## config.mk

```make
export PLATFORM = sky130hd
export DESIGN_NAME = tdo_mux_secure_param
export DESIGN_NICKNAME = d
export VERILOG_FILES = /design/src/rtl/tdo_mux_secure_param.sv
export SDC_FILE = /design/constraint.sdc
export NUM_CORES = 1
export LEC_CHECK = 0
export CAP_MARGIN = 20
export CORE_AREA = 4 4 56 58
export DETAILED_ROUTE_END_ITERATION = 10
export DIE_AREA = 0 0 60 62
export GPL_TIMING_DRIVEN = 1
export MAX_ROUTING_LAYER = met4
export PLACE_DENSITY = 0.68
export SKIP_CTS_REPAIR_TIMING = 1
export SLEW_MARGIN = 20
export SYNTH_ARGS = -nofsm -noshare
export SYNTH_HDL_FRONTEND = slang
export SYNTH_SLANG_ARGS = --single-unit
```

## constraint.sdc

```tcl
create_clock -name TCK -period 3.1 [get_ports TCK]
set_clock_uncertainty 0.15 [all_clocks]
set_input_delay 0.93 -clock TCK [delete_from_list [all_inputs] [get_ports TCK]]
set_output_delay 0.93 -clock TCK [all_outputs]
set_load 0.03 [all_outputs]
```

## src/rtl/tdo_mux_secure_param.sv

```systemverilog
// Registered TDO source multiplexer with a secure-channel lock FSM, a
// saturating violation counter and a reset-only freeze state.
//
// state      | meaning
// -----------+-----------------------------------------------------------
// S_LOCKED   | secure channels read as 0; Shift-DR entries to them count
// S_UNLOCKED | PUF authentication succeeded; secure channels pass through
// S_FROZEN   | violation limit reached; stays locked until TRST_N
module tdo_mux_secure_param #(
  parameter int                         IR_W        = 4,
  parameter int                         NUM_DR      = 6,
  parameter int                         ST_W        = 4,
  parameter logic [ST_W-1:0]            ST_SHIFT_IR = 4'd11,
  parameter logic [ST_W-1:0]            ST_SHIFT_DR = 4'd4,
  parameter logic [ST_W-1:0]            ST_TLR      = 4'd15,
  parameter logic [NUM_DR*IR_W-1:0]     DR_CODES    = {4'h7, 4'h6, 4'h3, 4'h0, 4'h1, 4'hE},
  parameter logic [IR_W-1:0]            BYPASS_CODE = 4'hF,
  parameter logic [NUM_DR-1:0]          SECURE_MASK = 6'b110000,
  parameter int                         MAX_VIOL    = 3
) (
  input  logic              TCK,
  input  logic              TRST_N,
  input  logic [ST_W-1:0]   tap_state,
  input  logic [IR_W-1:0]   IR,
  input  logic              ir_tdo,
  input  logic [NUM_DR-1:0] dr_tdo,
  input  logic              bypass_tdo,
  input  logic              stdo,
  input  logic              unlock,
  input  logic              lock_req,
  output logic              TDO,
  output logic              TDO_EN,
  output logic              locked,
  output logic              frozen,
  output logic [7:0]        viol_cnt,
  output logic              viol_pulse
);

  typedef enum logic [1:0] {
    S_LOCKED   = 2'd0,
    S_UNLOCKED = 2'd1,
    S_FROZEN   = 2'd2
  } state_t;

  localparam logic [7:0] MAX_V = 8'(MAX_VIOL);

  state_t          r_state;
  logic [ST_W-1:0] r_prev_tap;
  logic            r_tdo;
  logic            r_tdo_en;
  logic [7:0]      r_viol_cnt;
  logic            r_viol_pulse;

  logic       w_shift_ir;
  logic       w_shift_dr;
  logic       w_hit;
  logic       w_dr_bit;
  logic       w_dr_sec;
  logic       w_sel;
  logic       w_sel_sec;
  logic       w_gated;
  logic       w_viol;
  logic [7:0] w_cnt_inc;
  logic       w_freeze;

  assign w_shift_ir = (tap_state == ST_SHIFT_IR);
  assign w_shift_dr = (tap_state == ST_SHIFT_DR);

  // Scan from the top down so the lowest matching channel is the last write.
  always_comb begin
    w_hit    = 1'b0;
    w_dr_bit = 1'b0;
    w_dr_sec = 1'b0;
    for (int k = NUM_DR - 1; k >= 0; k--) begin
      if (IR == DR_CODES[k*IR_W +: IR_W]) begin
        w_hit    = 1'b1;
        w_dr_bit = dr_tdo[k];
        w_dr_sec = SECURE_MASK[k];
      end
    end
  end

  always_comb begin
    w_sel     = stdo;
    w_sel_sec = 1'b0;
    if (w_shift_ir) begin
      w_sel = ir_tdo;
    end else if (w_shift_dr && w_hit) begin
      w_sel     = w_dr_bit;
      w_sel_sec = w_dr_sec;
    end else if (w_shift_dr && (IR == BYPASS_CODE)) begin
      w_sel = bypass_tdo;
    end
  end

  assign w_gated   = w_sel & ~(w_sel_sec && (r_state != S_UNLOCKED));
  assign w_viol    = w_shift_dr && (r_prev_tap != ST_SHIFT_DR) && w_sel_sec &&
                     (r_state != S_UNLOCKED);
  assign w_cnt_inc = (r_viol_cnt == 8'hFF) ? 8'hFF : r_viol_cnt + 8'd1;
  assign w_freeze  = w_viol && (w_cnt_inc >= MAX_V);

  always_ff @(posedge TCK or negedge TRST_N) begin
    if (!TRST_N) begin
      r_state      <= S_LOCKED;
      r_prev_tap   <= ST_TLR;
      r_tdo        <= 1'b0;
      r_tdo_en     <= 1'b0;
      r_viol_cnt   <= 8'd0;
      r_viol_pulse <= 1'b0;
    end else begin
      r_tdo        <= w_gated;
      r_tdo_en     <= w_shift_ir | w_shift_dr;
      r_prev_tap   <= tap_state;
      r_viol_pulse <= w_viol;
      if (w_viol) r_viol_cnt <= w_cnt_inc;
      case (r_state)
        S_LOCKED: begin
          if (w_freeze)                r_state <= S_FROZEN;
          else if (unlock && !lock_req) r_state <= S_UNLOCKED;
        end
        S_UNLOCKED: begin
          if (w_freeze)                          r_state <= S_FROZEN;
          else if (lock_req || tap_state == ST_TLR) r_state <= S_LOCKED;
        end
        S_FROZEN: r_state <= S_FROZEN;
        default:  r_state <= S_LOCKED;
      endcase
    end
  end

  assign TDO        = r_tdo;
  assign TDO_EN     = r_tdo_en;
  assign locked     = (r_state != S_UNLOCKED);
  assign frozen     = (r_state == S_FROZEN);
  assign viol_cnt   = r_viol_cnt;
  assign viol_pulse = r_viol_pulse;

endmodule

```

==> results of run 1 <==
[per-stage QoR]
step / util (%) / hold WS (ns) / setup WS, ns / cell area [um^2] / std cells
2_1_floorplan: - / 0.302 / 0.539 / 981 / 104
3_3_place_gp: 50.8 / 0.318 / 0.138 / 1350 / 168
3_5_place_dp: 50.8 / 0.331 / 0.108 / 1350 / 168
4_1_cts: 51.8 / 0.348 / 0.380 / 1380 / 172
5_1_grt: 51.8 / 0.369 / 0.262 / 1380 / 172
6_report: 51.8 / 0.344 / 0.409 / 1380 / 172
[final cells by class]
cell class	instances	area (um^2)
tap	31	38.8
inverter	4	15.0
multi-input combinational	79	508
clock buffer	3	22.5
sequential	17	430
timing repair buffer	37	360
clock inverter	1	5.00
fill	269	1280
[worst max-delay path by stage]
stage / cells past startpoint / end / start / slack, ns
6_report: 7 / viol_cnt[6] / tap_state[0] / 0.41
5_1_grt: 3 / frozen / r_state[1] / 0.26
4_1_cts: 3 / frozen / r_state[1] / 0.38
3_5_place_dp: 6 / viol_cnt[4] / tap_state[0] / 0.11
3_3_place_gp: 6 / viol_cnt[4] / tap_state[0] / 0.14
2_1_floorplan: 6 / viol_cnt[4] / tap_state[0] / 0.54
[synthesized netlist by cell type (2+ instances only)]
master,n,area (um^2)
a211oi_1,2,15.0
nand2_1,13,48.8
nand3_1,5,25.0
o31ai_1,2,15.0
a21oi_1,7,35.0
inv_1,4,15.0
mux2_2,3,33.8
o21ai_0,5,25.0
dfstp_2,4,105
a31oi_1,5,31.3
dfrtp_1,13,325
nand4_1,2,12.5
nor2_1,9,33.8
[worst max-delay path, stage by stage]
cell             delay [ns]
clkdlybuf4s50_1        0.44
or4b_1                 0.56
nor2_1                 0.11
and3_1                 0.25
buf_4                  0.19
a31oi_1                0.09
a41oi_1                0.17
[sequential cells by signal, summed over array words and instances, names as in the netlist]
signal	cells
TDO	1
TDO_EN	1
r_prev_tap	4
r_state	2
viol_cnt	8
viol_pulse	1
[routing by layer]
metal,routed length (um),vias up,GRT usage [%]
met1,1030,415,16.7
met5,0,-,-
met2,1030,28,23.0
li1,-,452,-
met4,27,0,5.70
met3,138,2,2.89
[power groups by stage]
stage	combinational (uW)	clock [uW]	sequential [uW]
6_report	114	117	244
3_3_place_gp	113	0	248
5_1_grt	125	130	247
2_1_floorplan	44.7	0	259
4_1_cts	116	122	244
3_5_place_dp	115	0	249
[cell families after synthesis]
kind of cell	Yosys count
adder cells (fa/ha/maj)	1
AND/OR/NAND/NOR	44
buffers and inverters	8
flip-flops	17
multiplexers	4
XOR/XNOR	1
AO/OA/AOI/OAI	29
==> impl_metrics.env, run 1 <==
export IMPL_vias_per_cell=5.22
export IMPL_r2r_cells=6
export IMPL_synth_area_per_cell_um2=9.43
export IMPL_die_h_um=62
export IMPL_rsz0062_at_grt="false"
export IMPL_nets=164
export IMPL_syn_area_um2=981
export IMPL_hold_path_end="r_state[0]"
export IMPL_gp_congestion=0.795
export IMPL_cap_violations=0
export IMPL_p_sw_share_pct=28.2
export IMPL_drt_total_wl_um=2230
export IMPL_grt_usage_pct=14.0
export IMPL_min_delay_start="r_state[1]"
export IMPL_cts_tree="built"
export IMPL_gr_total_overflow=0
export IMPL_synthSimpleGateAreaFrac_pct=24.1
export IMPL_drive_gt1_share_pct=17.0
export IMPL_grt_max_degree=18
export IMPL_startpoint_type="input pin"
export IMPL_antenna_found_initial=0
export IMPL_synth_nets=126
export IMPL_synth_top_family_by_area="simple AND/OR/NAND/NOR gates"
export IMPL_drt_iter0_markers=26
export IMPL_cts_sinks=17
export IMPL_worst_pin_slew_ns=0.726
export IMPL_dieArea_mm2=0.00372
export IMPL_pwr_share_clk_pct=24.6
export IMPL_r2r_end="r_state[0]"
export IMPL_async_flop_share_pct=100
export IMPL_diodes=0
export IMPL_synthAdderAreaFrac_pct=1.28
export IMPL_clockRootBuffer="clkbuf_4"
export IMPL_max_slew_margin_pct=51.5
export IMPL_ys_types=43
export IMPL_path_clk_slew_ns=0.09
export IMPL_cts_max_level=1
export IMPL_ant_nets=0
export IMPL_combPwrFrac_pct=24.0
export IMPL_first_pass_iters=3
export IMPL_layout_common_cells="clkdlybuf4s50_1, dfrtp_1, nand2_1"
export IMPL_layout_commonest_cell="clkdlybuf4s50_1"
export IMPL_core_mm2=0.00266
export IMPL_crit_fanout=6
export IMPL_syn_inst=104
export IMPL_drc=0
export IMPL_setup_viol=0
export IMPL_drt_wirelength_per_cell_um=13.0
export IMPL_intPower_uw=341
export IMPL_ir_drop_mv=0.211
export IMPL_layout_min_cycle_time_ns=2.69
export IMPL_synthToLayoutAreaGrowth_pct=40.7
export IMPL_drv_slew=0
export IMPL_cts_buffer_depth=2
export IMPL_rr_startpoint="viol_cnt[0]"
export IMPL_io_pins=34
export IMPL_hold_path_class="reg2reg"
export IMPL_hold_viol_final=0
export IMPL_power_density_mw_per_mm2=344
export IMPL_first_global_vias=893
export IMPL_period_share_pct=86.8
export IMPL_finalPower_uw=475
export IMPL_worstPathRequired_ns=3.15
export IMPL_seqPwrFrac_pct=51.4
export IMPL_fp_row_count=19
export IMPL_fmax_mhz=372
export IMPL_synth_seq_cells=17
export IMPL_synth_edf_count=0
export IMPL_start_util_pct=36.8
export IMPL_port_buffers=33
export IMPL_cp_end_kind="flop"
export IMPL_status="finished, final reports clean"
export IMPL_p_switching_uw=134
export IMPL_cts_buffers=3
export IMPL_dr_total_vias=897
export IMPL_die_w_um=60
export IMPL_synth_xor_area_share_pct=0.893
export IMPL_ys_warn_count=0
export IMPL_fin_setup_tns_ns=0
export IMPL_leakage_uw=0.000578
export IMPL_synth_area_mux_share_pct=4.46
export IMPL_ys_seq_area_share_pct=43.9
export IMPL_critPathKind="in2reg"
export IMPL_synth_compound_area_share_pct=21.0
export IMPL_reg2reg_slack_ns=0.64
export IMPL_clock_latency_ns=0.29
export IMPL_grt_first_pass_wirelength_um=3790
export IMPL_critPathArrivalTime_ns=2.74
export IMPL_dpl_hpwl_um=1810
export IMPL_ys_flop_type="dfrtp_1"
export IMPL_min_path_cells=1
No activity file was read; power rests on OpenSTA's default activity.
==> run 2, diff against run 1 <==
- GPL_TIMING_DRIVEN: 1 -> unset
==> results of run 2 <==
No change in the layout: final DEF, timing and power equal those of run 1.
==> run 3, diff against run 2 <==
- CORE_AREA: 4 4 56 58 -> 2 2 54 56
- DIE_AREA: 0 0 60 62 -> 0 0 56 58
- GPL_TIMING_DRIVEN: unset -> 0
==> run 3 against run 2 <==
Routed wire length decreased by 1.5%. Cell area decreased by 0.27%. Worst hold slack got worse by 0.0057 ns. Critical path type unchanged. Critical endpoint unchanged. Largest cell class unchanged. Highest routed layer unchanged.
==> impl_metrics.env, run 3 (same netlist as run 1, synthesis figures left out) <==
export IMPL_status="finished, final reports clean"
export IMPL_layout_commonest_cell="clkdlybuf4s50_1"
export IMPL_cts_buffers=3
export IMPL_hold_path_class="reg2reg"
export IMPL_cts_sinks=17
export IMPL_path_clk_slew_ns=0.11
export IMPL_first_pass_iters=4
export IMPL_ir_drop_mv=0.205
export IMPL_die_w_um=56
export IMPL_slowest_stage="clkdlybuf4s50_1"
export IMPL_critPathKind="in2reg"
export IMPL_worstPathRequired_ns=3.17
export IMPL_r2r_cells=6
export IMPL_power_density_mw_per_mm2=346
export IMPL_crit_fanout=10
export IMPL_cp_slowest_stage_delay_ns=0.55
export IMPL_clockRootBuffer="clkbuf_4"
export IMPL_start_util_pct=36.8
export IMPL_critPathArrivalTime_ns=2.95
export IMPL_antenna_found_initial=0
export IMPL_drv_slew=0
export IMPL_core_mm2=0.00266
export IMPL_fp_row_count=19
export IMPL_hold_viol_final=0
export IMPL_dpl_hpwl_um=1710
export IMPL_dieArea_mm2=0.00325
export IMPL_worst_pin_slew_ns=0.760
export IMPL_drt_iter0_markers=30
export IMPL_drc=0
export IMPL_max_slew_margin_pct=49.2
export IMPL_largest_reg_flops=8
export IMPL_first_global_vias=871
export IMPL_cts_max_level=1
export IMPL_io_pins=34
export IMPL_hold_path_end="r_state[0]"
export IMPL_fin_setup_tns_ns=0
export IMPL_diodes=0
export IMPL_reg2reg_slack_ns=0.67
export IMPL_layout_common_cells="clkdlybuf4s50_1, dfrtp_1, nand2_1"
export IMPL_min_delay_start="r_state[1]"
export IMPL_path_cells="clkdlybuf4s50_1, or4b_1, nor2_1, and3_1, buf_2, buf_4, a31oi_1, a41oi_1"
export IMPL_drt_wirelength_per_cell_um=12.8
export IMPL_grt_usage_pct=14.9
export IMPL_gr_total_overflow=0
export IMPL_synthToLayoutAreaGrowth_pct=40.3
export IMPL_min_path_cells=1
export IMPL_rsz0062_at_grt="false"
export IMPL_fill_cells=256
export IMPL_drive_gt1_share_pct=15.6
export IMPL_clock_latency_ns=0.29
export IMPL_r2r_end="r_state[0]"
export IMPL_finalPower_uw=477
export IMPL_dr_total_vias=910
export IMPL_setup_viol=0
export IMPL_ant_nets=0
export IMPL_cts_tree="built"
export IMPL_leakage_uw=0.000574
export IMPL_drt_total_wl_um=2200
export IMPL_port_buffers=33
export IMPL_vias_per_cell=5.29
export IMPL_period_share_pct=93.0
export IMPL_cap_violations=0
export IMPL_gp_congestion=0.768
export IMPL_cts_buffer_depth=2
export IMPL_grt_first_pass_wirelength_um=3780
export IMPL_grt_max_degree=18
export IMPL_rr_startpoint="viol_cnt[0]"
export IMPL_cp_end_kind="flop"
export IMPL_nets=164
export IMPL_startpoint_type="input pin"
export IMPL_die_h_um=58
export IMPL_fmax_mhz=347
export IMPL_layout_min_cycle_time_ns=2.88
## run 3: per-stage QoR
| stage | instances | hold WS (ns) | utilization [%] | instance area, um^2 | setup slack (ns) |
|---|---|---|---|---|---|
| floorplan | 104 | 0.302 | - | 981 | 0.539 |
| global placement | 168 | 0.328 | 50.7 | 1350 | -0.0861 |
| detailed placement | 168 | 0.333 | 50.7 | 1350 | -0.126 |
| CTS | 172 | 0.341 | 51.7 | 1380 | 0.187 |
| global route | 172 | 0.365 | 51.7 | 1380 | 0.0862 |
| finish | 172 | 0.339 | 51.7 | 1380 | 0.218 |
## run 3: worst max-delay path by stage
stage	cells after the start	slack [ns]	from	to
3_3_place_gp	8	-0.09	tap_state[2]	viol_cnt[6]
6_report	8	0.22	tap_state[2]	viol_cnt[6]
5_1_grt	8	0.09	tap_state[2]	viol_cnt[6]
3_5_place_dp	8	-0.13	tap_state[2]	viol_cnt[6]
2_1_floorplan	6	0.54	tap_state[0]	viol_cnt[4]
4_1_cts	8	0.19	tap_state[2]	viol_cnt[6]
## run 3: metal layers
layer | track usage (%) | routed length (um) | part of all wire [%]
met3 | 2.46 | 121 | 5.5
met5 | - | 0 | 0
met1 | 18.5 | 1020 | 46
met4 | 5.44 | 23 | 1.0
met2 | 24.7 | 1040 | 47
## run 3: area by class of cell
cell class | count | area, um^2 | share of cell area [%]
multi-input cells | 79 | 508 | 36.9
flip-flops and latches | 17 | 430 | 31.3
repair buffers | 33 | 330 | 24.0
well taps | 31 | 38.8 | 2.82
plain buffers | 4 | 27.5 | 2.00
clock buffers | 4 | 26.3 | 1.91
inverters | 4 | 15.0 | 1.09
## run 3: report_power, final
part | internal, uW | switching, uW | total, uW
clock | 50.0 | 71.6 | 122
sequential | 234 | 9.94 | 243
combinational | 58.1 | 53.6 | 112
## run 3: worst max-delay path: cells and delay by family
kind,cells,cell delay (ns)
AO/OA/AOI/OAI,2,0.28
buffers and inverters,3,0.93
AND/OR/NAND/NOR,3,0.81
